<file path="src/rtl/ahblite_burst_master_if.sv">
// Front-end command/write/read handshakes plus the AHB-Lite initiator bus, bundled for one burst master.
interface ahblite_burst_master_if #(
  parameter int LEN_W = 8
);
  logic             cmd_valid;
  logic             cmd_ready;
  logic             cmd_write;
  logic [31:0]      cmd_addr;
  logic [LEN_W-1:0] cmd_len;
  logic             wr_valid;
  logic [31:0]      wr_data;
  logic             wr_ready;
  logic             rd_valid;
  logic [31:0]      rd_data;
  logic             done;
  logic             done_err;
  logic [31:0]      HADDR;
  logic [1:0]       HTRANS;
  logic             HWRITE;
  logic [2:0]       HSIZE;
  logic [2:0]       HBURST;
  logic [3:0]       HPROT;
  logic [31:0]      HWDATA;
  logic             HREADY;
  logic             HRESP;
  logic [31:0]      HRDATA;

  modport master (
    input  cmd_valid, cmd_write, cmd_addr, cmd_len, wr_valid, wr_data,
    input  HREADY, HRESP, HRDATA,
    output cmd_ready, wr_ready, rd_valid, rd_data, done, done_err,
    output HADDR, HTRANS, HWRITE, HSIZE, HBURST, HPROT, HWDATA
  );

  modport slave (
    output cmd_valid, cmd_write, cmd_addr, cmd_len, wr_valid, wr_data,
    output HREADY, HRESP, HRDATA,
    input  cmd_ready, wr_ready, rd_valid, rd_data, done, done_err,
    input  HADDR, HTRANS, HWRITE, HSIZE, HBURST, HPROT, HWDATA
  );
endinterface

</file>
<file path="src/rtl/ahblite_burst_master.sv">
// AHB-Lite INCR burst initiator: one command -> len+1 word beats, split at 1 KB, aborted on ERROR.
// Latency: first address phase the cycle after cmd accept; done pulses one cycle after the final data phase. No read backpressure; writes stall with BUSY.
module ahblite_burst_master #(
  parameter int         LEN_W     = 8,
  parameter logic [3:0] HPROT_VAL = 4'h3
) (
  input  logic                  HCLK,
  input  logic                  HRESET,
  ahblite_burst_master_if.master bus
);

  typedef enum logic [2:0] {S_IDLE, S_ADDR, S_LAST, S_ERR, S_DONE} state_t;

  localparam logic [1:0]   T_IDLE   = 2'b00;
  localparam logic [1:0]   T_BUSY   = 2'b01;
  localparam logic [1:0]   T_NONSEQ = 2'b10;
  localparam logic [1:0]   T_SEQ    = 2'b11;
  localparam logic [LEN_W:0] ONE    = {{LEN_W{1'b0}}, 1'b1};

  state_t           r_state;
  state_t           w_next;
  logic [31:0]      r_haddr;
  logic [31:0]      r_hwdata;
  logic [31:0]      r_rd_data;
  logic             r_hwrite;
  logic             r_first;
  logic             r_locked;
  logic             r_dphase;
  logic             r_dwr;
  logic             r_err;
  logic             r_rd_valid;
  logic [LEN_W:0]   r_remain;

  logic [31:0]      w_next_addr;
  logic [1:0]       w_htrans;
  logic [1:0]       w_htrans_out;
  logic             w_go;
  logic             w_acc;
  logic             w_err1;
  logic             w_cmd_acc;
  logic             w_last_beat;
  logic             w_cmd_ready;
  logic             w_done;
  logic             w_done_err;
  logic             w_unused;

  assign w_next_addr = r_haddr + 32'd4;
  assign w_cmd_acc   = bus.cmd_valid && (r_state == S_IDLE);
  // Once a write beat sits in a stalled address phase it must stay presented.
  assign w_go        = !r_hwrite || bus.wr_valid || r_locked;
  assign w_err1      = r_dphase && bus.HRESP && !bus.HREADY;
  assign w_acc       = (r_state == S_ADDR) && bus.HREADY && w_htrans[1];
  assign w_last_beat = (r_remain == ONE);
  assign w_unused    = ^bus.cmd_addr[1:0];

  always_ff @(posedge HCLK) begin
    if (HRESET) r_state <= S_IDLE;
    else        r_state <= w_next;
  end

  always_comb begin
    w_next = r_state;
    case (r_state)
      S_IDLE: if (bus.cmd_valid) w_next = S_ADDR;
      S_ADDR: begin
        if (w_err1)                    w_next = S_ERR;
        else if (w_acc && w_last_beat) w_next = S_LAST;
      end
      S_LAST: begin
        if (w_err1)           w_next = S_ERR;
        else if (bus.HREADY)  w_next = S_DONE;
      end
      S_ERR:  if (bus.HREADY) w_next = S_DONE;
      S_DONE: w_next = S_IDLE;
      default: w_next = S_IDLE;
    endcase
  end

  always_comb begin
    w_htrans    = T_IDLE;
    w_cmd_ready = 1'b0;
    w_done      = 1'b0;
    w_done_err  = 1'b0;
    case (r_state)
      S_IDLE: w_cmd_ready = 1'b1;
      S_ADDR: begin
        if (r_first) w_htrans = w_go ? T_NONSEQ : T_IDLE;
        else         w_htrans = w_go ? T_SEQ : T_BUSY;
      end
      S_DONE: begin
        w_done     = 1'b1;
        w_done_err = r_err;
      end
      default: w_htrans = T_IDLE;
    endcase
    // First ERROR cycle: withdraw whatever address phase is on the bus.
    w_htrans_out = w_err1 ? T_IDLE : w_htrans;
  end

  always_ff @(posedge HCLK) begin
    if (HRESET) begin
      r_haddr    <= 32'd0;
      r_hwdata   <= 32'd0;
      r_rd_data  <= 32'd0;
      r_hwrite   <= 1'b0;
      r_first    <= 1'b1;
      r_locked   <= 1'b0;
      r_dphase   <= 1'b0;
      r_dwr      <= 1'b0;
      r_err      <= 1'b0;
      r_rd_valid <= 1'b0;
      r_remain   <= '0;
    end else begin
      r_rd_valid <= 1'b0;
      r_locked   <= (r_state == S_ADDR) && w_htrans[1] && !bus.HREADY && !w_err1;
      if (w_cmd_acc) begin
        r_haddr  <= {bus.cmd_addr[31:2], 2'b00};
        r_hwrite <= bus.cmd_write;
        r_remain <= {1'b0, bus.cmd_len} + ONE;
        r_first  <= 1'b1;
        r_err    <= 1'b0;
      end
      if (w_acc) begin
        r_haddr  <= w_next_addr;
        r_first  <= (w_next_addr[9:0] == 10'd0);
        r_remain <= r_remain - ONE;
        if (r_hwrite) r_hwdata <= bus.wr_data;
      end
      if (bus.HREADY) begin
        r_dphase <= w_acc;
        r_dwr    <= r_hwrite;
        if (r_dphase && !r_dwr && !bus.HRESP) begin
          r_rd_valid <= 1'b1;
          r_rd_data  <= bus.HRDATA;
        end
      end
      if (w_err1) begin
        r_dphase <= 1'b0;
        r_err    <= 1'b1;
      end
    end
  end

  assign bus.cmd_ready = w_cmd_ready;
  assign bus.wr_ready  = w_acc && r_hwrite;
  assign bus.rd_valid  = r_rd_valid;
  assign bus.rd_data   = r_rd_data;
  assign bus.done      = w_done;
  assign bus.done_err  = w_done_err;
  assign bus.HADDR     = r_haddr;
  assign bus.HTRANS    = w_htrans_out;
  assign bus.HWRITE    = r_hwrite;
  assign bus.HSIZE     = 3'b010;
  assign bus.HBURST    = 3'b001;
  assign bus.HPROT     = HPROT_VAL;
  assign bus.HWDATA    = r_hwdata;

endmodule

</file>
<file path="src/flat_wrapper.sv">
// flat-port wrapper written by rule: the top's interface ports become plain ports
module ahblite_burst_master_flat 
#(
  parameter int         LEN_W     = 8,
  parameter logic [3:0] HPROT_VAL = 4'h3
)
  (HCLK, HRESET, bus_cmd_valid, bus_cmd_write, bus_cmd_addr, bus_cmd_len, bus_wr_valid, bus_wr_data, bus_HREADY, bus_HRESP, bus_HRDATA, bus_cmd_ready, bus_wr_ready, bus_rd_valid, bus_rd_data, bus_done, bus_done_err, bus_HADDR, bus_HTRANS, bus_HWRITE, bus_HSIZE, bus_HBURST, bus_HPROT, bus_HWDATA);
  ahblite_burst_master_if #(.LEN_W(LEN_W)) bus_i ();
  input  logic HCLK;
  input  logic HRESET;
  input wire logic [$bits(bus_i.cmd_valid)-1:0] bus_cmd_valid;
  input wire logic [$bits(bus_i.cmd_write)-1:0] bus_cmd_write;
  input wire logic [$bits(bus_i.cmd_addr)-1:0] bus_cmd_addr;
  input wire logic [$bits(bus_i.cmd_len)-1:0] bus_cmd_len;
  input wire logic [$bits(bus_i.wr_valid)-1:0] bus_wr_valid;
  input wire logic [$bits(bus_i.wr_data)-1:0] bus_wr_data;
  input wire logic [$bits(bus_i.HREADY)-1:0] bus_HREADY;
  input wire logic [$bits(bus_i.HRESP)-1:0] bus_HRESP;
  input wire logic [$bits(bus_i.HRDATA)-1:0] bus_HRDATA;
  output wire logic [$bits(bus_i.cmd_ready)-1:0] bus_cmd_ready;
  output wire logic [$bits(bus_i.wr_ready)-1:0] bus_wr_ready;
  output wire logic [$bits(bus_i.rd_valid)-1:0] bus_rd_valid;
  output wire logic [$bits(bus_i.rd_data)-1:0] bus_rd_data;
  output wire logic [$bits(bus_i.done)-1:0] bus_done;
  output wire logic [$bits(bus_i.done_err)-1:0] bus_done_err;
  output wire logic [$bits(bus_i.HADDR)-1:0] bus_HADDR;
  output wire logic [$bits(bus_i.HTRANS)-1:0] bus_HTRANS;
  output wire logic [$bits(bus_i.HWRITE)-1:0] bus_HWRITE;
  output wire logic [$bits(bus_i.HSIZE)-1:0] bus_HSIZE;
  output wire logic [$bits(bus_i.HBURST)-1:0] bus_HBURST;
  output wire logic [$bits(bus_i.HPROT)-1:0] bus_HPROT;
  output wire logic [$bits(bus_i.HWDATA)-1:0] bus_HWDATA;
  assign bus_i.cmd_valid = bus_cmd_valid;
  assign bus_i.cmd_write = bus_cmd_write;
  assign bus_i.cmd_addr = bus_cmd_addr;
  assign bus_i.cmd_len = bus_cmd_len;
  assign bus_i.wr_valid = bus_wr_valid;
  assign bus_i.wr_data = bus_wr_data;
  assign bus_i.HREADY = bus_HREADY;
  assign bus_i.HRESP = bus_HRESP;
  assign bus_i.HRDATA = bus_HRDATA;
  assign bus_cmd_ready = bus_i.cmd_ready;
  assign bus_wr_ready = bus_i.wr_ready;
  assign bus_rd_valid = bus_i.rd_valid;
  assign bus_rd_data = bus_i.rd_data;
  assign bus_done = bus_i.done;
  assign bus_done_err = bus_i.done_err;
  assign bus_HADDR = bus_i.HADDR;
  assign bus_HTRANS = bus_i.HTRANS;
  assign bus_HWRITE = bus_i.HWRITE;
  assign bus_HSIZE = bus_i.HSIZE;
  assign bus_HBURST = bus_i.HBURST;
  assign bus_HPROT = bus_i.HPROT;
  assign bus_HWDATA = bus_i.HWDATA;
  ahblite_burst_master #(.LEN_W(LEN_W), .HPROT_VAL(HPROT_VAL)) u_core (.HCLK(HCLK), .HRESET(HRESET), .bus(bus_i));
endmodule
</file>
<file path="config.mk">
export PLATFORM = sky130hd
export DESIGN_NAME = ahblite_burst_master_flat
export DESIGN_NICKNAME = d
export VERILOG_FILES = /design/src/rtl/ahblite_burst_master_if.sv /design/src/rtl/ahblite_burst_master.sv /design/src/flat_wrapper.sv
export SDC_FILE = /design/constraint.sdc
export NUM_CORES = 1
export LEC_CHECK = 0
export ABC_CLOCK_PERIOD_IN_PS = 2100
export BUFFER_PORTS_ARGS = -buffer_cell sky130_fd_sc_hd__buf_2
export CAP_MARGIN = 25
export CORE_ASPECT_RATIO = 2
export CORE_UTILIZATION = 35
export DETAILED_ROUTE_END_ITERATION = 8
export PLACE_DENSITY = 0.63
export RECOVER_POWER = 25
export SKIP_CTS_REPAIR_TIMING = 1
export SLEW_MARGIN = 20
export SYNTH_ARGS = -nofsm -noshare
export SYNTH_HDL_FRONTEND = slang
export SYNTH_SLANG_ARGS = --single-unit
</file>
<file path="constraint.sdc">
create_clock -name HCLK -period 2.1 [get_ports HCLK]
set_clock_uncertainty 0.1 [all_clocks]
set_input_delay 0.21 -clock HCLK [delete_from_list [all_inputs] [get_ports HCLK]]
set_output_delay 0.21 -clock HCLK [all_outputs]
set_load 0.01 [all_outputs]
</file>
-- Word level (Yosys, flattened, before mapping)
Index checks and enable logic that the tools add are counted.
- register bits after elaboration: 115
- input bits: 111
- logic and storage cells: 74
- add/subtract/negate cells: 3
- equality and inequality tests: 7
- multiplexer cells: 23
- bitwise gates (word level): 1
- reductions and logical operators: 28
- operators by type and width (kind ; count):
    32-bit 2-to-1 mux ; 2
    32-bit by 3-bit adder with 32-bit output (second input constant) ; 1
    9-bit 2-to-1 mux ; 2
    3-bit 2-to-1 mux ; 5
    1-bit logical AND ; 12
    3-bit case mux with 4 select lines ; 1
    10-bit logical NOT ; 1
    2-bit 2-to-1 mux ; 5
    8-bit by 1-bit adder with 9-bit output (second input constant) ; 1
    9-bit by 1-bit == test with 1-bit output (second input constant) ; 1
    9-bit by 1-bit subtractor with 9-bit output (second input constant) ; 1
    1-bit 2-to-1 mux ; 8
    3-bit by 2-bit == test with 1-bit output (second input constant) ; 2
    2-bit AND reduction ; 3
    1-bit logical NOT ; 5
    2-bit nonzero test ; 2
    2-bit OR reduction ; 2
    3-bit by 1-bit == test with 1-bit output (second input constant) ; 1
    3-bit == test (second input constant) ; 1
    3-bit logical NOT ; 1
    3-bit by 1-bit != test with 1-bit output (second input constant) ; 1
    1-bit logical OR ; 2
    2-bit != test (second input constant) ; 1
    1-bit NOT ; 1

-- Depth between registers and ports, before layout
Gate-level depths: netlist of the first run.
- word-level depth: 11
- depth in mapped cells: 8
- mapped depth without buffers: 6

-- Least setup slack after synthesis of the first run
OpenSTA, ideal clock, no wires.
- kind: register -> register
- from: reg u_core.r_haddr[2], in the netlist u_core.bus.HADDR[2]
- to: reg u_core.r_haddr[16], in the netlist u_core.bus.HADDR[16]
- setup time: 0.074 ns
- arrival time: 2.020 ns
- data required time: 1.926 ns
- path slack: -0.094 ns
- stages on the path, launching flop included: 8
- period minus slack after synthesis: 2.194 ns
- cell sequence: dfxtp_1 > ha_1 > and3_1 > nand4_4 > or3_1 > buf_2 > or3_1 > a31oi_1
- longest elaborated chain between the ends: 2
- ends and longest elaborated chain (item ; line ; RTL):
    start: declaration ; ahblite_burst_master.sv:22 ; logic [31:0] r_haddr;
    start signal: assignment ; ahblite_burst_master.sv:117 ; r_haddr <= {bus.cmd_addr[31:2], 2'b00};
    start signal: assignment ; ahblite_burst_master.sv:124 ; r_haddr <= w_next_addr;
    32-bit by 3-bit adder with 32-bit output ; ahblite_burst_master.sv:47 ; assign w_next_addr = r_haddr + 32'd4;
    32-bit 2-to-1 mux ; ahblite_burst_master.sv:123 ; if (w_acc) begin
No other way between the ends.
A chain may end at the register's enable or synchronous reset.

-- Final worst setup path of the first run
- from: reg u_core.r_state[1]
- to: out bus_HTRANS[1]
- longest elaborated chain between the ends: 3
- ends and longest elaborated chain (item ; line ; RTL):
    start: declaration ; ahblite_burst_master.sv:20 ; state_t r_state;
    start signal: assignment ; ahblite_burst_master.sv:58 ; else r_state <= w_next;
    3-bit by 1-bit == test with 1-bit output ; ahblite_burst_master.sv:84 ; case (r_state)
    2-bit 2-to-1 mux ; ahblite_burst_master.sv:84 ;
    2-bit 2-to-1 mux ; ahblite_burst_master.sv:97 ; w_htrans_out = w_err1 ? T_IDLE : w_htrans;
    end: declaration ; flat_wrapper.sv:27 ; output wire logic [$bits(bus_i.HTRANS)-1:0] bus_HTRANS;
No other way between the ends.

==> results.sh, run 1 <==
export IMPL_status="complete, but fails checks"
export IMPL_violations="hold timing"
export IMPL_clk_pin_slew_worst_paths_ps=50
export IMPL_yosysTopAreaCellShare_pct=42.74
export IMPL_finalHoldViolations=1
export IMPL_netlist_top_cells_area="dfxtp_1, nand2_1, a21oi_1"
export IMPL_numPlacedInstances=1081
export IMPL_reg2reg_depth=6
export IMPL_synth_adder_area_share_pct=1.182
export IMPL_hold_ws_ps=-13.08
export IMPL_path_class="reg -> out"
export IMPL_design_core_area_um2=14820
export IMPL_drive_gt1_share_pct=26.00
export IMPL_drt_vias_per_instance=5.045
export IMPL_cpPeakStageDelay_ps=590
export IMPL_drv_cap=0
export IMPL_start_util_pct=35.71
export IMPL_cts_buffers=17
export IMPL_power_leakage_nw=3.306
export IMPL_drcViolationCount=0
export IMPL_ys_seq_elements=113
export IMPL_fp_dieH_um=175.9
export IMPL_detail_route_antenna_nets=0
export IMPL_htree_levels=4
export IMPL_crit_fanout=8
export IMPL_grt_antenna_before_repair=0
export IMPL_vdd_drop_max_v=0.0007268
export IMPL_nets=1105
export IMPL_nFillCells=1482
export IMPL_synth_simple_area_share_pct=27.94
export IMPL_cts_tree="built"
export IMPL_die_area_um2=15650
export IMPL_power_density_nw_per_um2=851.6
export IMPL_cts_root_buf="clkbuf_16"
export IMPL_synth_cells=682
export IMPL_grt_pass1_vias=5569
export IMPL_ys_seq_area_share_pct=42.74
export IMPL_crit_path_top_delay_cell="or4b_4"
export IMPL_place_ws_ps=120.9
export IMPL_crit_buf_inv=2
export IMPL_required_ps=1790
export IMPL_dr_total_vias=6029
export IMPL_grt_first_pass_wirelength_um=26540
export IMPL_diodes=0
export IMPL_finalMaxSlewViolations=0
export IMPL_post_dp_hpwl_um=12620
export IMPL_synth_top_family_by_area="simple AND/OR/NAND/NOR gates"
export IMPL_ys_warn_count=0
export IMPL_gr_total_overflow=0
export IMPL_finalWorstSetupSlack_ps=34.42
export IMPL_syn_area_um2=5293
export IMPL_top_level_ports=225
export IMPL_finalNonFillerCells=1195
export IMPL_setup_viol=0
export IMPL_area_growth_pct=54.63
export IMPL_track_usage_pct=22.31
export IMPL_routedWlPerCell_um=15.29
export IMPL_synth_top_area_cell="dfxtp_1"
export IMPL_gp_congestion=0.8811
export IMPL_synth_cell_types=62
export IMPL_cp_depth=4
export IMPL_fmax_mhz=484.1
export IMPL_start_kind="register"
export IMPL_crit_chain="buf_4 > or4b_4 > nor2_1 > buf_2"
export IMPL_ys_async_sr_fraction_pct=0
export IMPL_drtIter0Drc=213
export IMPL_cp_end_kind="primary output"
export IMPL_holdCritPathClass="in -> reg"
export IMPL_synth_main_ff_cell="dfxtp_1"
export IMPL_wl_um=18270
export IMPL_hold_path_depth=3
export IMPL_grt_max_degree=58
export IMPL_finish_utilization_pct=55.23
export IMPL_synthXorXnorAreaFrac_pct=2.151
export IMPL_dr_pass1_iters=4
export IMPL_avgSynthCellArea_um2=7.760
export IMPL_period_share_pct=98.36
export IMPL_critPathTopFamily="simple AND/OR/NAND/NOR gates"
export IMPL_rows=63
export IMPL_die_width_um=88.95
export IMPL_synth_compound_area_share_pct=18.61
export IMPL_portBuffers=210
export IMPL_clkSinkCount=113
export IMPL_worstPathArrival_ps=1760
export IMPL_clk_latency_ps=410
export IMPL_cts_buffer_depth=2
export IMPL_synth_edf_count=0
export IMPL_min_period_ps=2066
export IMPL_muxShareOfSynthArea_pct=1.017
[per-stage QoR]
step                power, W  setup TNS [ps]  cell area, µm²
floorplan           0.003317               0            5335
global placement    0.003913               0            6749
detailed placement  0.003931               0            6749
CTS                 0.006871          -696.8            7336
global route        0.007297          -2.535            8184
finish              0.006970               0            8184
[tightest hold or removal path: cells and delay by family]
kind / cells / cell delay (ps)
simple gates: 1 / 80
compound gates: 1 / 80
buf+inv: 1 / 90
[cells in the mapped netlist (all sizes together), types with 6 or more instances]
master	n
nand2	178
dfxtp	113
a21oi	95
clkbuf	33
nor2	32
buf	28
nand4	18
o21ai	18
nand3	16
a31oi	15
and3	10
inv	9
nor3	9
nor4	9
a22oi	8
xnor2	8
or3	7
and2	6
[final timing paths]
kind	endpoint	from	slack (ps)
setup / recovery	bus_HTRANS[1]	u_core.r_state[1]	30
hold / removal	u_core.bus.HADDR[6]	bus_cmd_addr[6]	-10
setup reg to reg	u_core.bus.HADDR[25]	u_core.r_state[0]	120
hold reg to reg	u_core.bus.rd_data[3]	u_core.bus.rd_data[3]	350
[placed cells by master, fill, tap and decap left out, types with 18 or more instances in the layout]
cell / instances
buf_4: 43
a21oi_1: 95
clkbuf_16: 18
dlygate4sd3_1: 82
dfxtp_1: 110
nand2_1: 176
clkbuf_1: 55
nor2_1: 30
buf_2: 158
[registers in the layout, indices dropped and copies added, names as in the netlist, 3 cells and up]
register and cells:
u_core.bus.HWDATA 32, u_core.bus.rd_data 32, u_core.bus.HADDR 30, u_core.r_remain 9
u_core.r_state 3
[layout make-up]
type	count	area [µm²]	area share (%)
Clock inverter	6	105.1	1.284
Tap cell	195	244.0	2.981
Multi-Input combinational cell	509	2820	34.46
Sequential cell	113	2268	27.72
Inverter	9	33.78	0.4128
Clock buffer	24	481.7	5.886
Timing Repair Buffer	339	2231	27.26
[logic make-up after synthesis]
group           after synthesis
simple gates                307
mux                           5
fa+ha+maj                     5
compound gates              167
other cells                   2
flops                       113
buf+inv                      70
xor+xnor                     13
[report_power, final]
part | switching, W | internal, W
clock | 0.000981 | 0.00194
combinational | 0.000848 | 0.000725
sequential | 0.000161 | 0.00231
total | 0.00199 | 0.00498
[routing by layer]
metal	share of wire, %	vias to the layer above	routed length [µm]	GRT usage, %
li1	-	2981	-	-
met1	35	2801	6467	20.03
met2	57	208	10400	43.49
met3	4.6	39	843	5.357
met4	3.0	0	555	11.84
met5	0	-	0	0
No activity file was read; power rests on OpenSTA's default activity.
==> run 2, diff against run 1 <==
--- a/config.mk
+++ b/config.mk
@@ -9,10 +9,11 @@
 export BUFFER_PORTS_ARGS = -buffer_cell sky130_fd_sc_hd__buf_2
 export CAP_MARGIN = 25
 export CORE_ASPECT_RATIO = 2
-export CORE_UTILIZATION = 35
+export CORE_UTILIZATION = 43
 export DETAILED_ROUTE_END_ITERATION = 8
-export PLACE_DENSITY = 0.63
+export PLACE_DENSITY = 0.75
 export RECOVER_POWER = 25
+export REMOVE_ABC_BUFFERS = 1
 export SKIP_CTS_REPAIR_TIMING = 1
 export SLEW_MARGIN = 20
 export SYNTH_ARGS = -nofsm -noshare
==> run 2 against run 1 <==
Compared with the run above:
- largest power group unchanged
- first-iteration DRC count up 23%
- sequential cell count unchanged
- highest routed layer unchanged
- largest cell class unchanged
- the run ends with hold timing, setup timing left
- global-route usage up 2.8 points
- power is 1.4% higher
==> results.sh, run 2 (same netlist as run 1, synthesis figures left out) <==
export IMPL_cts_root_buf="clkbuf_16"
export IMPL_clkSinkCount=113
export IMPL_layout_common_cells="nand2_1, buf_2, dfxtp_1"
export IMPL_grt_busiest_layer="met2"
export IMPL_met3_usage_pct=5.057
export IMPL_tightest_slew_ps=513.9
export IMPL_rrSetupSlack_ps=110
export IMPL_design_area_um2=8011
export IMPL_cpPeakStageDelay_ps=330
export IMPL_detail_route_antenna_nets=0
export IMPL_rsz0062_at_grt="true"
export IMPL_min_to="u_core.bus.HADDR[21]"
export IMPL_final_common_cell="nand2_1"
export IMPL_finalMaxSlewViolations=0
export IMPL_violations="hold timing, setup timing"
export IMPL_min_period_ps=2130
export IMPL_grt_pass1_vias=5327
export IMPL_period_share_pct=101.4
export IMPL_use_met2_pct=46.15
export IMPL_grtUsageMet1_pct=24.51
export IMPL_design_core_area_um2=12050
export IMPL_fp_dieH_um=158.9
export IMPL_grt_max_degree=52
export IMPL_gp_congestion=0.9080
export IMPL_cts_buffer_depth=2
export IMPL_drive_gt1_share_pct=25.58
export IMPL_finalWorstSetupSlack_ps=-30.22
export IMPL_finalHoldViolations=3
export IMPL_worstPathArrival_ps=1820
export IMPL_dr_total_vias=6093
export IMPL_hold_path_depth=3
export IMPL_nets=1096
export IMPL_required_ps=1790
export IMPL_setup_tns_final_ps=-69.81
export IMPL_grt_first_pass_wirelength_um=25010
export IMPL_crit_chain="nand4bb_2 > nor2_2 > nand2_1 > inv_1 > buf_4 > buf_2"
export IMPL_crit_path_top_delay_cell="nand4bb_2"
export IMPL_cp_end_kind="primary output"
export IMPL_start_kind="register"
export IMPL_holdCritPathClass="in -> reg"
export IMPL_status="complete, but fails checks"
export IMPL_drv_cap=0
export IMPL_critPathTopFamily="simple AND/OR/NAND/NOR gates"
export IMPL_power_density_nw_per_um2=881.9
export IMPL_wl_um=17530
export IMPL_diodes=0
export IMPL_dr_pass1_iters=5
export IMPL_post_dp_hpwl_um=11540
export IMPL_routedWlPerCell_um=15.38
export IMPL_start_util_pct=43.91
export IMPL_fmax_mhz=469.4
export IMPL_setup_viol=3
export IMPL_r2r_start="u_core.r_state[1]"
export IMPL_cts_tree="built"
export IMPL_power_leakage_nw=3.258
export IMPL_clk_latency_ps=400
export IMPL_hp_start="bus_cmd_addr[21]"
export IMPL_die_width_um=80.45
export IMPL_place_area_um2=6629
export IMPL_drtIter0Drc=263
export IMPL_crit_buf_inv=3
export IMPL_track_usage_pct=25.13
export IMPL_place_ws_ps=46.03
export IMPL_r2r_end="u_core.bus.HADDR[7]"
export IMPL_crit_fanout=20
export IMPL_die_area_um2=12780
export IMPL_grt_antenna_before_repair=0
export IMPL_area_growth_pct=51.37
export IMPL_hold_ws_ps=-34.11
export IMPL_path_class="reg -> out"
export IMPL_htree_levels=4
export IMPL_max_slew_margin_rel_pct=65.74
export IMPL_top_level_ports=225
export IMPL_rows=57
export IMPL_drt_vias_per_instance=5.345
export IMPL_cts_buffers=17
export IMPL_gr_total_overflow=0
export IMPL_reg2reg_depth=6
export IMPL_drcViolationCount=0
export IMPL_clk_pin_slew_worst_paths_ps=60
export IMPL_portBuffers=210
export IMPL_vdd_drop_max_v=0.0006378
## run 2: changes by cell type in the layout (fill, tap and decap cells not counted), sizes merged
cell / change
buf: -6
clkbuf: -6
inv: +4
clkinvlp: +3
dlygate4sd3: -3
bufinv: +1
## run 2: how the worst max path moves through the flow
stage	startpoint	end	slack, ps	depth (start not counted)
after floorplan	u_core.r_state[0]	u_core.bus.HADDR[30]	-1300	5
after global placement	u_core.bus.HADDR[3]	u_core.bus.HADDR[16]	100	6
after detailed placement	u_core.bus.HADDR[3]	u_core.bus.HADDR[16]	50	6
after CTS	u_core.r_state[0]	bus_wr_ready	-260	6
after global routing	u_core.r_state[2]	bus_wr_ready	-160	6
final	u_core.r_state[2]	bus_wr_ready	-30	6
## run 2: through the flow
stage | power [W] | util [%] | hold WS [ps] | instances
4_1_cts | 0.006982 | 60.25 | -77.69 | 1061
3_5_place_dp | 0.003898 | 55.00 | 343.0 | 1029
5_1_grt | 0.007386 | 66.47 | 3.162 | 1140
3_3_place_gp | 0.003878 | 55.00 | 338.5 | 1029
6_report | 0.007065 | 66.47 | -34.11 | 1140
2_1_floorplan | 0.003213 | - | 179.1 | 631
## run 2: tightest hold or removal path: stages
cell     delay [ps]
buf_2            90
nand2_1          50
a31oi_1          60
## run 2: layout make-up
class	instances	area, µm²
repair buffers	330	2110
fillers	993	4041
flip-flops and latches	113	2263
clock inverters	14	203.9
well taps	147	183.9
inverters	9	33.78
multi-input cells	509	2788
clock buffers	18	429.2
## run 2: power breakdown
group	total, W	switching [W]	internal, W
Clock	0.00306	0.00106	0.00200
Sequential	0.00248	0.000171	0.00231
Combinational	0.00152	0.000836	0.000689
## run 2: per-layer routing
metal	vias to the layer above	wire length, µm
li1	2966	-
met1	2797	6206
met2	265	9534
met3	65	994
met4	0	797
met5	-	0
==> run 3, diff against run 2 <==
--- a/config.mk
+++ b/config.mk
@@ -8,7 +8,7 @@
 export ABC_CLOCK_PERIOD_IN_PS = 2100
 export BUFFER_PORTS_ARGS = -buffer_cell sky130_fd_sc_hd__buf_2
 export CAP_MARGIN = 25
-export CORE_ASPECT_RATIO = 2
+export CORE_ASPECT_RATIO = 0.75
 export CORE_UTILIZATION = 43
 export DETAILED_ROUTE_END_ITERATION = 8
 export PLACE_DENSITY = 0.75
==> run 3 against run 2 <==
Compared with the run above:
- the flow finishes with violations (hold timing)
- die area shrank 0.18%
- highest routed layer unchanged
- setup slack improved by 120 ps
- core utilization is 1.8 points higher
- non-clock buffer count down 6
- register-to-register slack about the same
- hold slack better by 20 ps
==> results.sh, run 3 (same netlist as run 1, synthesis figures left out) <==
export IMPL_grt_first_pass_wirelength_um=24180
export IMPL_die_area_um2=12760
export IMPL_drtIter0Drc=389
export IMPL_setup_viol=0
export IMPL_violations="hold timing"
export IMPL_swShare_pct=30.42
export IMPL_drv_cap=0
export IMPL_grt_antenna_before_repair=0
export IMPL_rows=34
export IMPL_gp_congestion=0.8651
export IMPL_grt_pass1_vias=5057
export IMPL_cts_buffer_depth=2
export IMPL_required_ps=1790
export IMPL_path_class="reg -> out"
export IMPL_nets=1090
export IMPL_die_width_um=130.1
export IMPL_comb_power_share_pct=22.4
export IMPL_vdd_drop_max_v=0.0005918
export IMPL_cts_tree="built"
export IMPL_power_switching_w=0.002086
export IMPL_cts_buffers=17
export IMPL_min_period_ps=2013
export IMPL_p_clk_share_pct=41.4
export IMPL_cp_end_kind="primary output"
export IMPL_status="complete, but fails checks"
export IMPL_finalPower_w=0.006858
export IMPL_routedWlPerCell_um=14.92
export IMPL_power_leakage_nw=3.449
export IMPL_hold_ws_ps=-13.93
export IMPL_top_level_ports=225
export IMPL_final_common_cell="buf_2"
export IMPL_cts_root_buf="clkbuf_16"
export IMPL_clkSinkCount=113
export IMPL_seq_power_share_pct=36.2
export IMPL_track_usage_pct=23.75
export IMPL_numPlacedInstances=1040
export IMPL_post_dp_hpwl_um=10750
export IMPL_diodes=0
export IMPL_dr_pass1_iters=5
export IMPL_fp_dieH_um=98.08
export IMPL_drcViolationCount=0
export IMPL_detail_route_antenna_nets=0
export IMPL_grt_max_degree=62
export IMPL_finalHoldViolations=2
export IMPL_dr_total_vias=6008
export IMPL_gr_total_overflow=0
export IMPL_area_growth_pct=52.03
export IMPL_worstPathArrival_ps=1700
export IMPL_start_util_pct=44.91
export IMPL_fmax_mhz=496.7
export IMPL_finalNonFillerCells=1149
export IMPL_crit_fanout=9
export IMPL_holdCritPathClass="in -> reg"
export IMPL_clk_pin_slew_worst_paths_ps=60
export IMPL_design_core_area_um2=11780
export IMPL_start_kind="register"
export IMPL_tightest_slew_ps=542.8
export IMPL_wl_um=17150
export IMPL_htree_levels=4
export IMPL_clk_latency_ps=400
export IMPL_rsz0062_at_grt="true"
export IMPL_p_int_w=0.004772
export IMPL_drive_gt1_share_pct=30.60
export IMPL_period_share_pct=95.87
export IMPL_portBuffers=210
export IMPL_finalMaxSlewViolations=0
export IMPL_layout_common_cells="buf_2, nand2_1, dfxtp_1"
export IMPL_setup_tns_final_ps=0
export IMPL_power_density_nw_per_um2=852.3
export IMPL_drt_vias_per_instance=5.229
export IMPL_max_slew_margin_rel_pct=63.43
==> run 3: cell count changes in the layout (fill, tap and decap cells not counted), moves of 2 or more <==
cell,delta
clkbuf_1,-53
buf_2,+51
clkinv_4,+2
bufinv_16,-2
nor2_1,+2
dlygate4sd3_1,-2
clkinv_2,+3
buf_4,-5
nor2_2,-3
==> run 3: stage by stage <==
step | setup WS [ps] | hold WS, ps | utilization (%) | area, µm²
2_1_floorplan | -1300 | 179.1 | - | 5035
3_3_place_gp | 46.19 | 338.9 | 56.26 | 6630
3_5_place_dp | -16.13 | 343.1 | 56.26 | 6630
4_1_cts | -265.9 | -72.83 | 61.23 | 7216
5_1_grt | -39.10 | 3.663 | 68.28 | 8046
6_report | 86.79 | -13.93 | 68.28 | 8046
==> run 3: path summary, 6_finish.rpt <==
kind / slack [ps] / cells past startpoint / start / endpoint
max: 90 / 4 / u_core.r_state[2] / bus_HTRANS[1]
min: -10 / 3 / bus_cmd_addr[7] / u_core.bus.HADDR[7]
max reg2reg: 110 / 6 / u_core.bus.HWRITE / u_core.bus.HADDR[4]
min reg2reg: 350 / 2 / u_core.bus.HWDATA[28] / u_core.bus.HWDATA[28]
==> run 3: routing by layer <==
layer	track usage (%)	vias to the layer above	part of all wire [%]
li1	-	2950	-
met1	31.78	2799	43
met2	37.40	238	48
met3	5.479	21	7.0
met4	8.050	0	1.4
met5	0	-	0
==> run 3: final cells by class <==
| cell class | count | area [µm²] |
|---|---|---|
| multi-input combinational | 509 | 2814 |
| tap | 162 | 202.7 |
| sequential | 113 | 2263 |
| clock buffer | 17 | 425.4 |
| inverter | 9 | 33.78 |
| fill | 985 | 3737 |
| timing repair buffer | 324 | 2147 |
| clock inverter | 15 | 160.2 |
==> run 3: power groups by stage <==
stage / Combinational (W) / Sequential, W / Clock (W)
detailed placement: 0.00137 / 0.00251 / 0
global placement: 0.00136 / 0.00251 / 0
CTS: 0.00138 / 0.00247 / 0.00288
finish: 0.00153 / 0.00248 / 0.00284
floorplan: 0.000643 / 0.00257 / 0
global route: 0.00168 / 0.00251 / 0.00299
==> run 3: critical path, cell delays in order, from the launching register on <==
cell	delay, ps
dfxtp_1	330
buf_4	170
or4b_4	550
nor2_1	110
buf_2	150
